## src/rtl/ps2_keyboard.sv

```systemverilog
// ps2_keyboard: PS/2 scan-code-set-2 receiver and ASCII translator.
// Ports:
//   clk       in   system clock, all logic on posedge
//   reset     in   synchronous active-high reset
//   ps2_clk   in   raw keyboard clock pin (asynchronous)
//   ps2_data  in   raw keyboard data pin (asynchronous)
//   key_out   out  [7:0] ASCII of last translated key, held between strobes
//   p_valid   out  one-cycle strobe, key_out carries a new character
//   shift     out  left or right shift held
//   caps      out  caps-lock toggle state
//   err       out  one-cycle pulse on parity/start/stop/timeout error
module ps2_keyboard #(
   parameter int TIMEOUT_CYCLES = 2000
) (
   input  logic       clk,
   input  logic       reset,
   input  logic       ps2_clk,
   input  logic       ps2_data,
   output logic [7:0] key_out,
   output logic       p_valid,
   output logic       shift,
   output logic       caps,
   output logic       err
);
   localparam int WW = $clog2(TIMEOUT_CYCLES + 1);
   typedef enum logic [1:0] {IDLE, EXT, BRK, EXT_BRK} state_t;
   // pc: [0],[1] synchronizer, [2] previous synchronized value for edge detect
   logic [2:0]    pc_q, pc_d;
   logic [1:0]    pd_q, pd_d;
   logic [9:0]    sr_q, sr_d;
   logic [3:0]    cnt_q, cnt_d;
   logic [WW-1:0] wd_q, wd_d;
   logic [7:0]    scan_q, scan_d, key_q, key_d;
   logic          scan_valid_q, scan_valid_d, err_q, err_d, p_valid_q, p_valid_d;
   logic          lshift_q, lshift_d, rshift_q, rshift_d, caps_q, caps_d, held_q, held_d;
   state_t        state_q, state_d;
   logic          fall, last, timeout, frame_ok, ext, is_make, is_brk;
   logic [10:0]   frame;
   logic [8:0]    xl;
   // Returns {hit, ascii}; shift/caps are the state before this make.
   function automatic logic [8:0] xlate(input logic [7:0] c, input logic e, input logic sh, input logic cp);
      logic [7:0]  l;
      logic [15:0] d;
      l = 8'h00;
      d = 16'h0000;
      case (c)
         8'h1C: l = "a"; 8'h32: l = "b"; 8'h21: l = "c"; 8'h23: l = "d";
         8'h24: l = "e"; 8'h2B: l = "f"; 8'h34: l = "g"; 8'h33: l = "h";
         8'h43: l = "i"; 8'h3B: l = "j"; 8'h42: l = "k"; 8'h4B: l = "l";
         8'h3A: l = "m"; 8'h31: l = "n"; 8'h44: l = "o"; 8'h4D: l = "p";
         8'h15: l = "q"; 8'h2D: l = "r"; 8'h1B: l = "s"; 8'h2C: l = "t";
         8'h3C: l = "u"; 8'h2A: l = "v"; 8'h1D: l = "w"; 8'h22: l = "x";
         8'h35: l = "y"; 8'h1A: l = "z";
         default: l = 8'h00;
      endcase
      case (c)
         8'h16: d = {"1", "!"}; 8'h1E: d = {"2", "@"}; 8'h26: d = {"3", "#"};
         8'h25: d = {"4", "$"}; 8'h2E: d = {"5", "%"}; 8'h36: d = {"6", "^"};
         8'h3D: d = {"7", "&"}; 8'h3E: d = {"8", "*"}; 8'h46: d = {"9", "("};
         8'h45: d = {"0", ")"};
         default: d = 16'h0000;
      endcase
      if (e) return (c == 8'h5A) ? 9'h10A : 9'h000;
      if (l != 8'h00) return {1'b1, (sh ^ cp) ? l - 8'h20 : l};
      if (d != 16'h0000) return {1'b1, sh ? d[7:0] : d[15:8]};
      return (c == 8'h29) ? 9'h120 : (c == 8'h5A) ? 9'h10A : (c == 8'h66) ? 9'h108 : 9'h000;
   endfunction
   assign fall     = pc_q[2] & ~pc_q[1];
   assign frame    = {pd_q[1], sr_q};
   assign last     = fall && cnt_q == 4'd10;
   assign frame_ok = ~frame[0] & frame[10] & ^frame[9:1];
   // An edge in the same cycle as the timeout wins: the frame is still alive.
   assign timeout  = ~fall && cnt_q != 4'd0 && wd_q == WW'(TIMEOUT_CYCLES);
   assign ext      = state_q == EXT || state_q == EXT_BRK;
   assign is_brk   = scan_valid_q && (state_q == BRK || state_q == EXT_BRK);
   assign is_make  = scan_valid_q && ((state_q == IDLE && scan_q != 8'hE0 && scan_q != 8'hF0) ||
                                      (state_q == EXT && scan_q != 8'hF0));
   assign xl       = xlate(scan_q, ext, lshift_q | rshift_q, caps_q);
   always_comb begin
      pc_d         = {pc_q[1:0], ps2_clk};
      pd_d         = {pd_q[0], ps2_data};
      sr_d         = fall ? frame[10:1] : sr_q;
      cnt_d        = (last || timeout) ? 4'd0 : fall ? cnt_q + 4'd1 : cnt_q;
      wd_d         = (fall || cnt_q == 4'd0) ? '0 : wd_q + 1'b1;
      scan_valid_d = last & frame_ok;
      scan_d       = (last & frame_ok) ? frame[8:1] : scan_q;
      err_d        = (last & ~frame_ok) | timeout;
      state_d      = !scan_valid_q ? state_q :
                     state_q == IDLE ? (scan_q == 8'hE0 ? EXT : scan_q == 8'hF0 ? BRK : IDLE) :
                     state_q == EXT ? (scan_q == 8'hF0 ? EXT_BRK : IDLE) : IDLE;
      lshift_d     = (scan_q == 8'h12 && (is_make || is_brk)) ? is_make : lshift_q;
      rshift_d     = (scan_q == 8'h59 && (is_make || is_brk)) ? is_make : rshift_q;
      // caps_held blocks typematic repeats of caps-lock from re-toggling
      held_d       = (scan_q == 8'h58 && (is_make || is_brk)) ? is_make : held_q;
      caps_d       = caps_q ^ (is_make && scan_q == 8'h58 && !held_q);
      p_valid_d    = is_make & xl[8];
      key_d        = p_valid_d ? xl[7:0] : key_q;
   end
   always_ff @(posedge clk) begin
      if (reset) begin
         pc_q         <= 3'b111;
         pd_q         <= 2'b11;
         sr_q         <= '0;
         cnt_q        <= '0;
         wd_q         <= '0;
         scan_q       <= '0;
         scan_valid_q <= 1'b0;
         err_q        <= 1'b0;
         state_q      <= IDLE;
         lshift_q     <= 1'b0;
         rshift_q     <= 1'b0;
         held_q       <= 1'b0;
         caps_q       <= 1'b0;
         p_valid_q    <= 1'b0;
         key_q        <= '0;
      end else begin
         pc_q         <= pc_d;
         pd_q         <= pd_d;
         sr_q         <= sr_d;
         cnt_q        <= cnt_d;
         wd_q         <= wd_d;
         scan_q       <= scan_d;
         scan_valid_q <= scan_valid_d;
         err_q        <= err_d;
         state_q      <= state_d;
         lshift_q     <= lshift_d;
         rshift_q     <= rshift_d;
         held_q       <= held_d;
         caps_q       <= caps_d;
         p_valid_q    <= p_valid_d;
         key_q        <= key_d;
      end
   end
   assign key_out = key_q;
   assign p_valid = p_valid_q;
   assign shift   = lshift_q | rshift_q;
   assign caps    = caps_q;
   assign err     = err_q;
endmodule

```

## config.mk

```make
export PLATFORM = sky130hd
export DESIGN_NAME = ps2_keyboard
export DESIGN_NICKNAME = d
export VERILOG_FILES = /design/src/rtl/ps2_keyboard.sv
export SDC_FILE = /design/constraint.sdc
export NUM_CORES = 1
export LEC_CHECK = 0
export CORE_UTILIZATION = 53
export CTS_CLUSTER_SIZE = 16
export DETAILED_ROUTE_END_ITERATION = 12
export MAX_ROUTING_LAYER = met4
export PLACE_DENSITY_LB_ADDON = 0.12
export REMOVE_ABC_BUFFERS = 1
export SKIP_CTS_REPAIR_TIMING = 1
export SLEW_MARGIN = 20
export SYNTH_ARGS = -nofsm -noshare
export SYNTH_HDL_FRONTEND = slang
export SYNTH_SLANG_ARGS = --single-unit
```

## constraint.sdc

```tcl
create_clock -name clk -period 9.1 [get_ports clk]
set_clock_uncertainty 0.15 [all_clocks]
set_input_delay 1.82 -clock clk [delete_from_list [all_inputs] [get_ports clk]]
set_output_delay 1.82 -clock clk [all_outputs]
set_load 0.01 [all_outputs]
```

==> flow_metrics.tcl, run 1 <==
set metrics [dict create \
    drive_gt1_frac 0.08485 \
    cts-root-buf "clkbuf_8" \
    power_leakage_uw 0.001390 \
    crit_required_ns 9.22 \
    drv_slew 0 \
    slew_headroom 0.3816 \
    reg2reg_from "sr_q[4]" \
    synth_edf_count 0 \
    vias 3598 \
    ir_drop_mv 0.07089 \
    async_flop_share 0 \
    drc 0 \
    gp_congestion 0.9360 \
    worstMarginPinSlew_ns 0.9257 \
    wl_um 9649 \
    wl_met3_um 662 \
    layout_common_cells "67 x nand2_1, 61 x dfxtp_1, 47 x nor2_1" \
    postSynthCellCount 493 \
    grt_pass1_vias 3429 \
    syn_avg_cell_area_um2 7.764 \
    path_max_fanout 14 \
    netlist_area_um2 3827 \
    grt_first_pass_wirelength_um 16240 \
    hpwl_um 6629 \
    port_buffers 15 \
    tns_ns 0 \
    worst_setup_path_end_kind "register" \
    max_clock_freq_mhz 226.4 \
    min_path_cells 1 \
    rsz0062_at_grt "no" \
    antenna_found_initial 0 \
    tritoncts "done" \
    hold_viol 0 \
    yosysTopAreaCell "dfxtp_1" \
    core-area_um2 6869 \
    detail-route-antenna-nets 0 \
    grtUsageTotal 0.2853 \
    routed.top_layer "met4" \
    synth_area_leaders "dfxtp_1 32%, nand2_1 6.6%, a21oi_1 5.8%, nor2_1 4.6%, ha_1 4.6%" \
    overflow 0 \
    min_from "pc_q[0]" \
    fp.dieW_um 86.98 \
    clock_path_buffers 2 \
    min_period_ns 4.417 \
    die_h_um 86.98 \
    cts.sinks 61 \
    maxCapViolCount 0 \
    start_util 0.5572 \
    final.fill_count 652 \
    wl_per_cell_um 16.33 \
    yosysWarnings 0 \
    htreeDepth 3 \
    reg2reg_depth 13 \
    insertion_delay_ns 0.35 \
    r2r_slack_ns 4.68 \
    min_period_over_period 0.4854 \
    startpoint "sr_q[4]" \
    rows 30 \
    mostFrequentLayoutCell "nand2_1" \
    min_to "pc_q[1]" \
    finalSetupViolCount 0 \
    timing.hold.ws_ns 0.2549 \
    ys.flop_type "dfxtp_1" \
    crit_type "reg -> reg" \
    synth_cell_type_count 70 \
    cp-start-kind "register" \
    wl_met2_um 4430 \
    cts.clk_slew.worst_paths_ns 0.07 \
    ioPinCount 16 \
    syn_to_final_growth_pct 10.23 \
    firstDrtPassIters 5 \
    arrival_ns 4.54 \
    fin_nets 509 \
    grt_max_degree 66 \
    antennaDiodeCount 0 \
    wl_met1_um 4278 \
    routed_via_density 6.088 \
    ys_seq_elements 61 \
    dieArea_um2 7566 \
    status "finished, final reports clean" \
    power.density_nw_per_um2 134.6 \
    yosysSeqAreaShare 0.3191 \
    yosysTopAreaCellShare 0.3191 \
    hold_path.class "reg -> reg" \
    first_iter_violations 332 \
    numCtsBuffers 9 \
]
==> power breakdown <==
| group | switching (uW) | total [uW] | leakage, uW | internal (uW) |
|---|---|---|---|---|
| Clock | 107 | 282 | 0.000115 | 175 |
| Combinational | 10.9 | 16.0 | 0.000783 | 5.02 |
| Sequential | 1.08 | 270 | 0.000492 | 269 |
| Total | 119 | 568 | 0.00139 | 449 |
==> final cells by class <==
type	count	area (um2)	share of cell area
tap	96	120.1	0.02847
timing repair buffer	16	152.6	0.03618
clock buffer	12	165.2	0.03915
sequential	61	1221	0.2894
clock inverter	3	67.56	0.01601
inverter	14	52.55	0.01246
multi-input combinational	389	2440	0.5783
==> routing by layer <==
metal	up-vias	GRT usage
met5	-	-
met4	0	0.1545
met3	32	0.05782
met2	141	0.4309
met1	1686	0.3574
li1	1739	-
==> through the flow <==
step	instances	power, uW	utilization	cell area, um2	setup slack (ns)
detailed placement	576	291.6	0.5803	3986	4.679
finish	591	567.9	0.6142	4219	4.683
CTS	591	572.6	0.6142	4219	4.783
global route	591	586.8	0.6142	4219	4.392
floorplan	464	283.7	-	3714	5.444
global placement	576	291.1	0.5803	3986	4.804
==> cells in the mapped netlist, drive strengths merged, types with 3 or more instances <==
cell    instances
nand4           7
buf             6
nor4b           4
o22ai           3
xor2            8
mux2i           6
or2             7
clkbuf         23
nor3b           9
nor2b          15
nor2           48
nand3          21
inv            14
ha             14
a311oi          5
a211oi          6
o21ai          18
xnor2          14
a22oi           5
nand2b         11
nand2          67
a211o           3
or4             4
nor3            9
dfxtp          61
a21o            4
a31oi           5
a21oi          46
and3            4
nand3b          7
==> worst max-delay path, cell delays in order, from the launching register on <==
cell and delay, ns:
dfxtp_1 0.61, xnor2_1 0.18, xnor3_2 0.53, xnor2_2 0.51, nand2_1 0.43, nand2_1 0.20, a21oi_1 0.15, inv_1 0.19
ha_1 0.24, nand2b_1 0.11, a21o_1 0.19, and4_1 0.19, or4_1 0.51, a22oi_1 0.17
==> kinds of logic after synthesis <==
family / share of synthesized area
and+or+nand+nor: 0.3043
AOI/OAI and AO/OA: 0.2001
DFF: 0.3191
buffers and inverters: 0.04348
xor gates and xnor gates: 0.06538
adders and majority gates: 0.04577
muxes: 0.02190
==> sequential cells by signal, indices dropped and copies added, names as in the netlist, 2 cells and up, named ones only <==
name and cells:
state_q 2, wd_q 11, key_out 8, sr_q 10, cnt_q 4, pc_q 3
pd_q 2, scan_q 8
==> worst max path at each step <==
stage,endpoint,slack [ns]
3_3_place_gp,register,4.80
5_1_grt,register,4.39
3_5_place_dp,register,4.68
6_report,register,4.68
4_1_cts,register,4.78
2_1_floorplan,register,5.44
No activity file was read; power rests on OpenSTA's default activity.
==> run 2: changes to the inputs <==
clock period = 4 ns   (was 9.1 ns; I/O delays follow)
==> flow_metrics.tcl, run 2 (same netlist as run 1, synthesis figures left out) <==
set metrics [dict create \
    status "finished, final reports clean" \
    wl_met2_um 4185 \
    antennaDiodeCount 0 \
    htreeDepth 3 \
    fp.dieW_um 86.98 \
    mostFrequentLayoutCell "nand2_1" \
    firstDrtPassIters 5 \
    die_h_um 86.98 \
    vias 3531 \
    place_ws_ns 0.5627 \
    ioPinCount 16 \
    worstMarginPinSlew_ns 0.9552 \
    routed_via_density 5.865 \
    reg2reg_from "sr_q[5]" \
    max_stage_delay_ns 0.52 \
    crit_required_ns 4.08 \
    ir_drop_mv 0.1574 \
    arrival_ns 3.57 \
    grtUsageTotal 0.2786 \
    cts-root-buf "clkbuf_8" \
    dieArea_um2 7566 \
    insertion_delay_ns 0.35 \
    start_util 0.5572 \
    fin_ws_ns 0.5138 \
    slowest_stage "xnor3_2" \
    gp_congestion 1.041 \
    hpwl_um 6722 \
    first_iter_violations 319 \
    antenna_found_initial 0 \
    finalPower_uw 1146 \
    grt_first_pass_wirelength_um 15910 \
    fin_nets 519 \
    min_period_ns 3.486 \
    critical_path.top_delay_family "compound AO/OA/AOI/OAI gates" \
    power.density_nw_per_um2 270.5 \
    numCtsBuffers 9 \
    drc 0 \
    cts.clk_slew.worst_paths_ns 0.08 \
    drive_gt1_frac 0.1028 \
    crit_top_cell "nand2_1" \
    reg.largest.list "wd_q (11), sr_q (10)" \
    port_buffers 15 \
    clock_path_buffers 2 \
    crit_chain "xnor2_1 -> xnor3_2 -> xor2_4 -> nor2_4 -> nand2_1 -> a21oi_1 -> inv_1 -> ha_1 -> nand2_1 -> a22oi_1 -> a211o_1 -> o21ai_1 -> o22ai_1 -> a31o_1" \
    detail-route-antenna-nets 0 \
    routed.top_layer "met4" \
    slew_headroom 0.3619 \
    worst_setup_path_end_kind "register" \
    grt_max_degree 32 \
    wl_per_cell_um 15.50 \
    crit_buf_inv 1 \
    path_max_fanout 8 \
    reg2reg_depth 14 \
    grt_pass1_vias 3309 \
    min_to "pd_q[1]" \
    tritoncts "done" \
    cts.sinks 61 \
    overflow 0 \
    tns_ns 0 \
    largest_reg_flops 11 \
    hold_viol 0 \
    timing.hold.ws_ns 0.2634 \
    core-area_um2 6869 \
    min_period_over_period 0.8715 \
    cp-start-kind "register" \
    hold_path.class "reg -> reg" \
    finalSetupViolCount 0 \
    syn_to_final_growth_pct 10.72 \
    wl_met1_um 4274 \
    maxCapViolCount 0 \
    wl_met3_um 657 \
    final.fill_count 620 \
    wl_um 9328 \
    power_leakage_uw 0.001406 \
    max_clock_freq_mhz 286.8 \
    r2r_slack_ns 0.51 \
    min_path_cells 1 \
    layout_common_cells "67 x nand2_1, 61 x dfxtp_1, 47 x nor2_1" \
    min_from "pd_q[0]" \
    crit_type "reg -> reg" \
    rows 30 \
    drv_slew 0 \
    rsz0062_at_grt "no" \
    top_register "wd_q" \
]
run 2: cell count changes in the layout (fill, tap and decap cells not counted), moves of 2 or more:
cell,before,now
buf_4,1,11
clkinvlp_4,1,3
clkinv_4,0,2
bufinv_16,2,0
clkbuf_8,12,9
run 2: layout make-up:
cell class / instances / area (um2) / share of cell area
Multi-Input combinational cell: 389 / 2440 / 0.5757
Tap cell: 96 / 120.1 / 0.02834
Timing Repair Buffer: 26 / 227.7 / 0.05373
Sequential cell: 61 / 1221 / 0.2882
Clock inverter: 6 / 48.80 / 0.01151
Inverter: 14 / 52.55 / 0.01240
Clock buffer: 10 / 127.6 / 0.03012
run 2: how the worst max path moves through the flow:
stage | start | endpoint | slack, ns | cells after the start
after floorplan | sr_q[4] | register | 0.34 | 13
after global placement | sr_q[5] | register | 0.66 | 14
after detailed placement | sr_q[5] | register | 0.56 | 14
after CTS | sr_q[5] | register | 0.53 | 14
after global routing | cnt_q[0] | register | 0.20 | 16
final | sr_q[5] | register | 0.51 | 14
run 2: power by group:
group	internal, uW	switching [uW]	leakage (uW)
combinational	13.2	25.2	0.000834
clock	229	266	0.0000791
sequential	611	2.40	0.000492
run 2: stage by stage:
| step | instances | util | instance area (um2) |
|---|---|---|---|
| global placement | 586 | 0.5913 | 4061 |
| floorplan | 464 | - | 3714 |
| CTS | 602 | 0.6169 | 4238 |
| global route | 602 | 0.6169 | 4238 |
| finish | 602 | 0.6169 | 4238 |
| detailed placement | 586 | 0.5913 | 4061 |
run 2: layer usage:
layer	GRT usage	vias to the layer above
li1	-	1765
met1	0.3668	1621
met2	0.4180	123
met3	0.06066	22
met4	0.1045	0
met5	-	-
run 2: worst reg2reg max path: stages, from the launching register on:
cell and delay [ns]:
dfxtp_1 0.47, xnor2_1 0.15, xnor3_2 0.52, xor2_4 0.24
nor2_4 0.12, nand2_1 0.08, a21oi_1 0.29, inv_1 0.15
ha_1 0.27, nand2_1 0.08, a22oi_1 0.07, a211o_1 0.29
o21ai_1 0.18, o22ai_1 0.12, a31o_1 0.19
==> run 3: changes to the inputs <==
==> constraint.sdc (replaced) <==
create_clock -name clk -period 4 [get_ports clk]
set_clock_uncertainty 0.15 [all_clocks]
set_input_delay 0.4 -clock clk [delete_from_list [all_inputs] [get_ports clk]]
set_output_delay 0.4 -clock clk [all_outputs]
set_load 0.01 [all_outputs]
==> flow_metrics.tcl, run 3 (same netlist as run 1, synthesis figures left out) <==
set metrics [dict create \
    status "finished, final reports clean" \
    antennaDiodeCount 0 \
    grt_first_pass_wirelength_um 16370 \
    grtUsageTotal 0.2882 \
    htreeDepth 3 \
    rsz0062_at_grt "no" \
    tns_ns 0 \
    fin_ws_ns 0.4972 \
    reg.largest.list "wd_q (11), sr_q (10)" \
    firstDrtPassIters 5 \
    drc 0 \
    hpwl_um 6929 \
    dieArea_um2 7566 \
    worstMarginPinSlew_ns 0.9984 \
    wl_per_cell_um 16.30 \
    timing.hold.ws_ns 0.2633 \
    crit_required_ns 4.12 \
    finalSetupViolCount 0 \
    ioPinCount 16 \
    routed_via_density 5.969 \
    grt_pass1_vias 3321 \
    drive_gt1_frac 0.1083 \
    cts.sinks 61 \
    clock_path_buffers 2 \
    min_period_over_period 0.8757 \
    die_h_um 86.98 \
    min_period_ns 3.503 \
    ir_drop_mv 0.1928 \
    start_util 0.5572 \
    reg2reg_from "sr_q[5]" \
    slew_headroom 0.3330 \
    largest_reg_flops 11 \
    numCtsBuffers 9 \
    crit_type "reg -> reg" \
    arrival_ns 3.62 \
    layout_common_cells "67 x nand2_1, 61 x dfxtp_1, 47 x nor2_1" \
    reg2reg_depth 13 \
    core-area_um2 6869 \
    antenna_found_initial 0 \
    top_register "wd_q" \
    overflow 0 \
    maxCapViolCount 0 \
    wl_um 9848 \
    insertion_delay_ns 0.35 \
    port_buffers 15 \
    cts.clk_slew.worst_paths_ns 0.08 \
    power_leakage_uw 0.001436 \
    tritoncts "done" \
    path_max_fanout 8 \
    grt_max_degree 45 \
    startpoint "sr_q[5]" \
    drv_slew 0 \
    vias 3605 \
    detail-route-antenna-nets 0 \
    utilization 0.6239 \
    r2r_slack_ns 0.50 \
    hold_path.class "reg -> reg" \
    fp.dieW_um 86.98 \
    mostFrequentLayoutCell "nand2_1" \
    rows 30 \
    gp_congestion 0.9811 \
    hold_viol 0 \
    first_iter_violations 290 \
    cp-start-kind "register" \
    worst_setup_path_end_kind "register" \
    place_ws_ns 0.5644 \
    cts-root-buf "clkbuf_8" \
    fin_nets 521 \
    power.density_nw_per_um2 285.4 \
    max_clock_freq_mhz 285.5 \
    syn_to_final_growth_pct 11.96 \
]
==> run 3: cell count changes in the layout (fill, tap and decap cells not counted), sizes merged <==
cell      change
clkinvlp      -1
bufinv        +1
buf           +2
==> run 3: where the power goes <==
group / total [uW] / internal, uW / switching, uW
Clock: 571 / 308 / 263
Sequential: 613 / 611 / 2.44
Combinational: 38.6 / 12.6 / 26.0
==> run 3: layout make-up <==
cell class / count / area [um2]
tap: 96 / 120.1
multi-input combinational: 389 / 2440
inverter: 14 / 52.55
fill: 609 / 2584
clock buffer: 10 / 137.6
sequential: 61 / 1221
timing repair buffer: 28 / 242.7
clock inverter: 6 / 71.32
==> run 3: worst min path at each step <==
stage                     startpoint  depth (start not counted)  endpoint  slack (ns)
after floorplan              pc_q[0]                          1   pc_q[1]        0.24
after global placement       pc_q[0]                          1   pc_q[1]        0.24
after detailed placement     pc_q[0]                          1   pc_q[1]        0.25
after CTS                    pc_q[0]                          1   pc_q[1]        0.27
after global routing         pd_q[0]                          1   pd_q[1]        0.29
final                        pc_q[0]                          1   pc_q[1]        0.26
==> run 3: per-stage QoR <==
stage / instance area [um2] / cells / total power, uW
2_1_floorplan: 3714 / 464 / 645.5
3_3_place_gp: 4076 / 588 / 664.2
3_5_place_dp: 4076 / 588 / 665.3
4_1_cts: 4285 / 604 / 1228
5_1_grt: 4285 / 604 / 1261
6_report: 4285 / 604 / 1223
==> run 3: worst max-delay path: stages (launching register included) <==
cell      delay (ns)
dfxtp_1         0.46
xnor2_1         0.15
xnor3_2         0.52
xor2_4          0.31
nor2_4          0.06
nand2_1         0.09
a21oi_1         0.12
inv_1           0.19
ha_1            0.25
nand2b_1        0.12
a21o_1          0.18
and4_1          0.18
or4_1           0.50
a22oi_1         0.16
==> run 3: per-layer routing <==
layer,GRT usage,share of wire
met5,-,0
met2,0.4467,0.47
met4,0.1303,0.021
met3,0.05403,0.051
met1,0.3642,0.46
